## config.mk

```make
export PLATFORM = sky130hd
export DESIGN_NAME = udp_tx_chksum_output_ctrl
export DESIGN_NICKNAME = d
export VERILOG_FILES = /design/src/rtl/udp_tx_chksum_output_ctrl.sv
export SDC_FILE = /design/constraint.sdc
export NUM_CORES = 1
export LEC_CHECK = 0
export CORE_AREA = 2 2 327 329
export DETAILED_ROUTE_END_ITERATION = 10
export DIE_AREA = 0 0 329 331
export GPL_ROUTABILITY_DRIVEN = 1
export GPL_TIMING_DRIVEN = 0
export PLACE_DENSITY = 0.41
export SLEW_MARGIN = 20
export SYNTH_ARGS = -nofsm -noshare
export SYNTH_HDL_FRONTEND = slang
export SYNTH_SLANG_ARGS = --single-unit
```

## constraint.sdc

```tcl
create_clock -name clk -period 2.3 [get_ports clk]
set_input_delay 0.69 -clock clk [delete_from_list [all_inputs] [get_ports clk]]
set_output_delay 0.69 -clock clk [all_outputs]
set_load 0.05 [all_outputs]
```

## src/rtl/udp_tx_chksum_output_ctrl.sv

```systemverilog
// UDP TX checksum engine reader: strips the pseudo header, re-aligns payload onto the MAC beat and
// emits the UDP header with the final checksum. Optional counters: UDP_TX_CHKSUM_OUT_STATS_EN.

package udp_tx_chksum_output_ctrl_pkg;
    localparam int TRACKER_STATS_W = 64;

    typedef struct packed {
        logic [15:0] src_port;
        logic [15:0] dst_port;
        logic [15:0] length;
        logic [15:0] chksum;
    } udp_pkt_hdr;
endpackage

module udp_tx_chksum_output_ctrl
    import udp_tx_chksum_output_ctrl_pkg::*;
#(
    parameter int DATA_WIDTH = 256,
    parameter int KEEP_WIDTH = DATA_WIDTH / 8,
    parameter int USER_WIDTH = TRACKER_STATS_W,
    parameter int HOLD_BYTES = 20,
    parameter int USE_BYTES  = KEEP_WIDTH - HOLD_BYTES
) (
    input  logic                          clk,
    input  logic                          rst,
    input  logic [DATA_WIDTH-1:0]         resp_tdata,
    input  logic [KEEP_WIDTH-1:0]         resp_tkeep,
    input  logic [USER_WIDTH-1:0]         resp_tuser,
    input  logic                          resp_tval,
    input  logic                          resp_tlast,
    output logic                          resp_trdy,
    input  logic [15:0]                   resp_csum,
    input  logic                          resp_csum_val,
    output logic                          resp_csum_rdy,
    output logic                          stream_dst_hdr_val,
    output logic [31:0]                   stream_dst_src_ip_addr,
    output logic [31:0]                   stream_dst_dst_ip_addr,
    output udp_pkt_hdr                    stream_dst_udp_hdr,
    output logic [USER_WIDTH-1:0]         stream_dst_timestamp,
    input  logic                          dst_stream_hdr_rdy,
    output logic                          stream_dst_data_val,
    output logic                          stream_dst_data_last,
    output logic [DATA_WIDTH-1:0]         stream_dst_data,
    output logic [$clog2(KEEP_WIDTH)-1:0] stream_dst_data_padbytes,
`ifdef UDP_TX_CHKSUM_OUT_STATS_EN
    output logic [31:0]                   pkt_cnt,
    output logic [31:0]                   byte_cnt,
`endif
    input  logic                          dst_stream_data_rdy
);

    localparam int          HOLD_W     = HOLD_BYTES * 8;
    localparam int          USE_W      = USE_BYTES * 8;
    localparam int          PAD_W      = $clog2(KEEP_WIDTH);
    localparam logic [15:0] BEAT_BYTES = 16'(KEEP_WIDTH);
    localparam logic [15:0] USE_LEN    = 16'(USE_BYTES);
    localparam logic [15:0] UDP_HDR_B  = 16'd8;

    typedef enum logic [1:0] {
        HDR_WAIT  = 2'd0,
        DATA      = 2'd1,
        DATA_LAST = 2'd2,
        CSUM_WAIT = 2'd3
    } state_t;

    // One's-complement finish; a zero result is sent as all-ones since zero means "no checksum".
    function automatic logic [15:0] final_csum(input logic [15:0] sum);
        logic [15:0] c;
        c = ~sum;
        if (c == 16'h0000) begin
            return 16'hFFFF;
        end else begin
            return c;
        end
    endfunction

    state_t                  state_r;
    state_t                  state_nx_s;
    logic [USE_W-1:0]        carry_r;
    logic [15:0]             rem_r;
    logic [31:0]             src_ip_r;
    logic [31:0]             dst_ip_r;
    udp_pkt_hdr              hdr_r;
    logic [USER_WIDTH-1:0]   ts_r;

    udp_pkt_hdr              hdr_in_s;
    logic [15:0]             len_in_s;
    logic                    out_last_s;
    logic                    beat0_take_s;
    logic                    data_take_s;
    logic                    hdr_take_s;
    logic                    unused_s;

    assign hdr_in_s   = udp_pkt_hdr'(resp_tdata[DATA_WIDTH-97 -: 64]);
    assign len_in_s   = hdr_in_s.length - UDP_HDR_B;
    assign out_last_s = (rem_r <= BEAT_BYTES);
    assign unused_s   = ^resp_tkeep;

    assign stream_dst_src_ip_addr = src_ip_r;
    assign stream_dst_dst_ip_addr = dst_ip_r;
    assign stream_dst_timestamp   = ts_r;
    assign stream_dst_udp_hdr     = '{src_port: hdr_r.src_port,
                                      dst_port: hdr_r.dst_port,
                                      length:   hdr_r.length,
                                      chksum:   final_csum(resp_csum)};

    // Next-state and handshake decode; data beats pass straight through while in DATA.
    always_comb begin
        state_nx_s               = state_r;
        resp_trdy                = 1'b0;
        resp_csum_rdy            = 1'b0;
        stream_dst_hdr_val       = 1'b0;
        stream_dst_data_val      = 1'b0;
        stream_dst_data_last     = 1'b0;
        stream_dst_data          = '0;
        stream_dst_data_padbytes = '0;
        beat0_take_s             = 1'b0;
        data_take_s              = 1'b0;
        hdr_take_s               = 1'b0;
        case (state_r)
            HDR_WAIT: begin
                resp_trdy    = 1'b1;
                beat0_take_s = resp_tval;
                if (resp_tval) begin
                    if (len_in_s == 16'd0) begin
                        state_nx_s = CSUM_WAIT;
                    end else if (len_in_s <= USE_LEN) begin
                        state_nx_s = DATA_LAST;
                    end else begin
                        state_nx_s = DATA;
                    end
                end else begin
                    state_nx_s = HDR_WAIT;
                end
            end
            DATA: begin
                resp_trdy            = dst_stream_data_rdy;
                stream_dst_data_val  = resp_tval;
                stream_dst_data      = {carry_r, resp_tdata[DATA_WIDTH-1 -: HOLD_W]};
                stream_dst_data_last = resp_tval & out_last_s;
                data_take_s          = resp_tval & dst_stream_data_rdy;
                if (resp_tval && out_last_s) begin
                    stream_dst_data_padbytes = PAD_W'(BEAT_BYTES - rem_r);
                end else begin
                    stream_dst_data_padbytes = '0;
                end
                // Beat that ends the stream with more than a beat still owed leaves a carry-only tail.
                if (data_take_s && out_last_s) begin
                    state_nx_s = CSUM_WAIT;
                end else if (data_take_s && resp_tlast) begin
                    state_nx_s = DATA_LAST;
                end else begin
                    state_nx_s = DATA;
                end
            end
            DATA_LAST: begin
                stream_dst_data_val      = 1'b1;
                stream_dst_data_last     = 1'b1;
                stream_dst_data          = {carry_r, {HOLD_W{1'b0}}};
                stream_dst_data_padbytes = PAD_W'(BEAT_BYTES - rem_r);
                if (dst_stream_data_rdy) begin
                    state_nx_s = CSUM_WAIT;
                end else begin
                    state_nx_s = DATA_LAST;
                end
            end
            CSUM_WAIT: begin
                stream_dst_hdr_val = resp_csum_val;
                resp_csum_rdy      = dst_stream_hdr_rdy;
                hdr_take_s         = resp_csum_val & dst_stream_hdr_rdy;
                if (hdr_take_s) begin
                    state_nx_s = HDR_WAIT;
                end else begin
                    state_nx_s = CSUM_WAIT;
                end
            end
            default: begin
                state_nx_s = HDR_WAIT;
            end
        endcase
    end

    // State, latched header fields, payload carry and remaining-byte count.
    always_ff @(posedge clk) begin
        if (rst) begin
            state_r  <= HDR_WAIT;
            carry_r  <= '0;
            rem_r    <= 16'd0;
            src_ip_r <= 32'd0;
            dst_ip_r <= 32'd0;
            hdr_r    <= '0;
            ts_r     <= '0;
        end else begin
            state_r <= state_nx_s;
            if (beat0_take_s) begin
                src_ip_r <= resp_tdata[DATA_WIDTH-1 -: 32];
                dst_ip_r <= resp_tdata[DATA_WIDTH-33 -: 32];
                hdr_r    <= hdr_in_s;
                ts_r     <= resp_tuser;
                carry_r  <= resp_tdata[USE_W-1:0];
                rem_r    <= len_in_s;
            end else if (data_take_s) begin
                carry_r <= resp_tdata[USE_W-1:0];
                rem_r   <= rem_r - BEAT_BYTES;
            end
        end
    end

`ifdef UDP_TX_CHKSUM_OUT_STATS_EN
    // Packet and payload-byte counters, stepped on each header handshake.
    always_ff @(posedge clk) begin
        if (rst) begin
            pkt_cnt  <= 32'd0;
            byte_cnt <= 32'd0;
        end else if (hdr_take_s) begin
            pkt_cnt  <= pkt_cnt + 32'd1;
            byte_cnt <= byte_cnt + {16'd0, hdr_r.length - UDP_HDR_B};
        end
    end
`endif

endmodule

```

==> metrics.cfg <==
[route]
drtPass1Iterations = 5
routedWlPerCell_um = 22.7
vias = 15780
avgViaCountPerCell = 3.86
drtIter0Drc = 541
highest-signal-layer = met5
route.antenna.remaining_nets = 0
wl_met3_um = 9400
wl_met1_um = 38300
totalWireLength_um = 92800
wl_met2_um = 42900
remaining_drc_errors = 0

[power_and_ir_drop]
power_frac_seq_pct = 32.9
vdd_drop_max_uv = 421
leakagePower_uw = 0.0118
swShare_pct = 32.8
p_comb_share_pct = 25.9
power.internal_uw = 11300
p_sw_uw = 5520
pwr-share-clk_pct = 41.2
p_per_area_nw_per_um2 = 581

[cts]
numClockSinks = 290
clkTransAtPathRegs_ns = 0.06
tritoncts = done
clk_path_buf_depth = 3
cts_root_buffer = clkbuf_16
insertion_delay_ns = 0.60
cts_inserted_buffers = 41
htree_levels = 2

[synth]
synth_area_leaders = dfxtp_1 (46%), nand2_1 (17%), a21oi_1 (11%)
yosysSeqAreaShare_pct = 46.0
yosys.area.top_type = dfxtp_1
synth_flop_cell = dfxtp_1
yosysUniqueCellTypes = 49
syn-num-nets = 2092
synthCells = 1710
synth_area_per_cell_um2 = 7.38
synth_area_um2 = 12600
async_flop_share_pct = 0
synth_edf_count = 0
synth.top_cell.area_share_pct = 46.0
yosys_warnings = 0
ys_seq_elements = 290

[floorplan]
start_util_pct = 12.0
die_area_um2 = 109000
core_um2 = 105000
fp.dieW_um = 329
row_count = 119
io_pins = 833
die_y_um = 331

[critical_path]
worst-setup-path-type = flop to output pin
crit_required_ns = 1.61
worstSetupEndpointType = output pin
startpoint_type = flop
cp.arrival_ns = 2.46
path_max_fanout = 5

[timing]
relSlewSlack_pct = 21.1
setup_violations = 282
fin_ws_ns = -0.845
hold_violations = 0
fmax_mhz = 318
fin_crit_ns = 3.15
setup_tns_ns = -184.47
final_max_slew_viol_count = 0
fin_skew_ns = 0.0143
post-route-period-util_pct = 137
rsz0062_at_grt = yes
worstMarginPinSlew_ns = 1.18

[final_layout]
synthToLayoutAreaGrowth_pct = 130
drive_above_1_share_pct = 34.4
stdcell_count = 4084
fin_nets = 3038

[global_routing]
overflow = 0
grt_pass1_vias = 16095
grt_usage_pct = 16.1
antenna_found_initial = 11
grt_max_degree = 12
grt_pass1_wl_um = 124000

[job]
cap_violations = 0

[run_status]
status = complete, but fails checks
violations = negative setup slack

[worst_hold_path]
hold_class = primary input to flop

[placed_design]
io_buffers = 796
place.gp.congestion = 0.808
hpwlAfterDp_um = 70600
dpl.cell_count = 3897

-- cells in the final DEF (no fill, tap or decap), types with 21 or more instances in the layout --
cell and count:
nor2_1 26, nand2_1 555, buf_12 59, buf_8 259, dfxtp_1 286, and2_4 99
a21oi_1 279, clkbuf_2 45, clkbuf_16 76, dlygate4sd2_1 147, buf_6 58, clkbuf_1 50
and3_4 159, buf_4 37, clkdlybuf4s15_2 21, clkdlybuf4s50_1 315
-- cells in the mapped netlist, drive strengths merged, types with 2 or more instances --
cell	count
or2	4
xor2	4
a221oi	4
a211oi	3
nand4	9
a31o	2
and3	161
nand3	6
o21a	3
nor2b	3
clkbuf	140
and2	101
a31oi	6
a32o	2
inv	12
or4	4
xnor2	7
a21oi	280
nor3	11
nor4b	3
a311oi	2
a21boi	2
dfxtp	290
a21o	2
ha	7
nor3b	2
nand2	573
o32ai	2
o21ai	9
nor4	6
buf	10
nor2	29
-- critical path: stages (launching register included) --
cell and delay (ns):
dfxtp_2 0.34, inv_2 0.05, ha_4 0.15, nor4b_4 0.14, o2111a_2 0.31, o21ai_4 0.37
buf_12 0.17, inv_6 0.03, and2_4 0.13, buf_12 0.14
-- layer usage --
metal	up-vias	track usage, %
li1	7589	-
met1	7481	19.2
met2	607	26.4
met3	95	6.77
met4	8	4.25
met5	-	0
-- sequential cells by signal (all words and copies together) (netlist names) --
| name | cells |
|---|---|
| carry_r | 96 |
| stream_dst_timestamp | 64 |
| stream_dst_src_ip_addr | 32 |
| rem_r | 16 |
| stream_dst_dst_ip_addr | 32 |
| state_r | 2 |
| stream_dst_udp_hdr | 48 |
-- final cells by class --
class                      count  area [µm²]
tap                         1391        1740
sequential                   290        5810
antenna                        5        12.5
buffer                       138        1230
inverter                      12        52.6
fill                       11377       76000
clock inverter                12         195
timing repair buffer         915       11000
multi-input combinational   1258        7700
clock buffer                  63        1240
-- metrics by stage --
stage          power [µW]  utilization (%)  hold WS [ns]  cell area (µm²)  worst slack [ns]
4_1_cts             17000             26.8         0.322            28100            -0.955
5_1_grt             17600             27.6         0.366            29000            -0.916
3_3_place_gp         9380             21.9         0.437            23000             -2.04
3_5_place_dp         9380             21.9         0.442            23000             -2.01
2_1_floorplan        7470                -         0.432            13300            -0.237
6_report            16800             27.6         0.381            29000            -0.845
-- final timing paths --
check | end | slack (ns) | from | cells after the start
min reg2reg | stream_dst_timestamp[12] | 0.45 | stream_dst_timestamp[12] | 2
max | stream_dst_data_padbytes[1] | -0.85 | rem_r[0] | 9
min | stream_dst_udp_hdr[22] | 0.38 | resp_tdata[118] | 3
max reg2reg | state_r[0] | 0.01 | state_r[1] | 11
-- cell families after synthesis --
group,synth area share (%)
XOR/XNOR,0.764
adder cells (fa/ha/maj),0.694
buffers and inverters,4.94
AND/OR/NAND/NOR,33.8
flip-flops,46.0
AO/OA/AOI/OAI,13.8
-- repair_timing --
action,in CTS,in global routing
gates resized for setup,2953,289
endpoints found under the setup margin,748,525
buffers inserted,66,33
pin swaps,89,31
hold buffers,0,0
cloned,20,8
-- power groups by stage --
stage	Combinational (µW)	Clock, µW	Sequential, µW
2_1_floorplan	1220	0	6240
3_3_place_gp	3750	0	5630
3_5_place_dp	3750	0	5630
4_1_cts	4230	7250	5530
5_1_grt	4620	7410	5560
6_report	4350	6930	5530
Note: power is estimated with default switching activity, not from simulation.
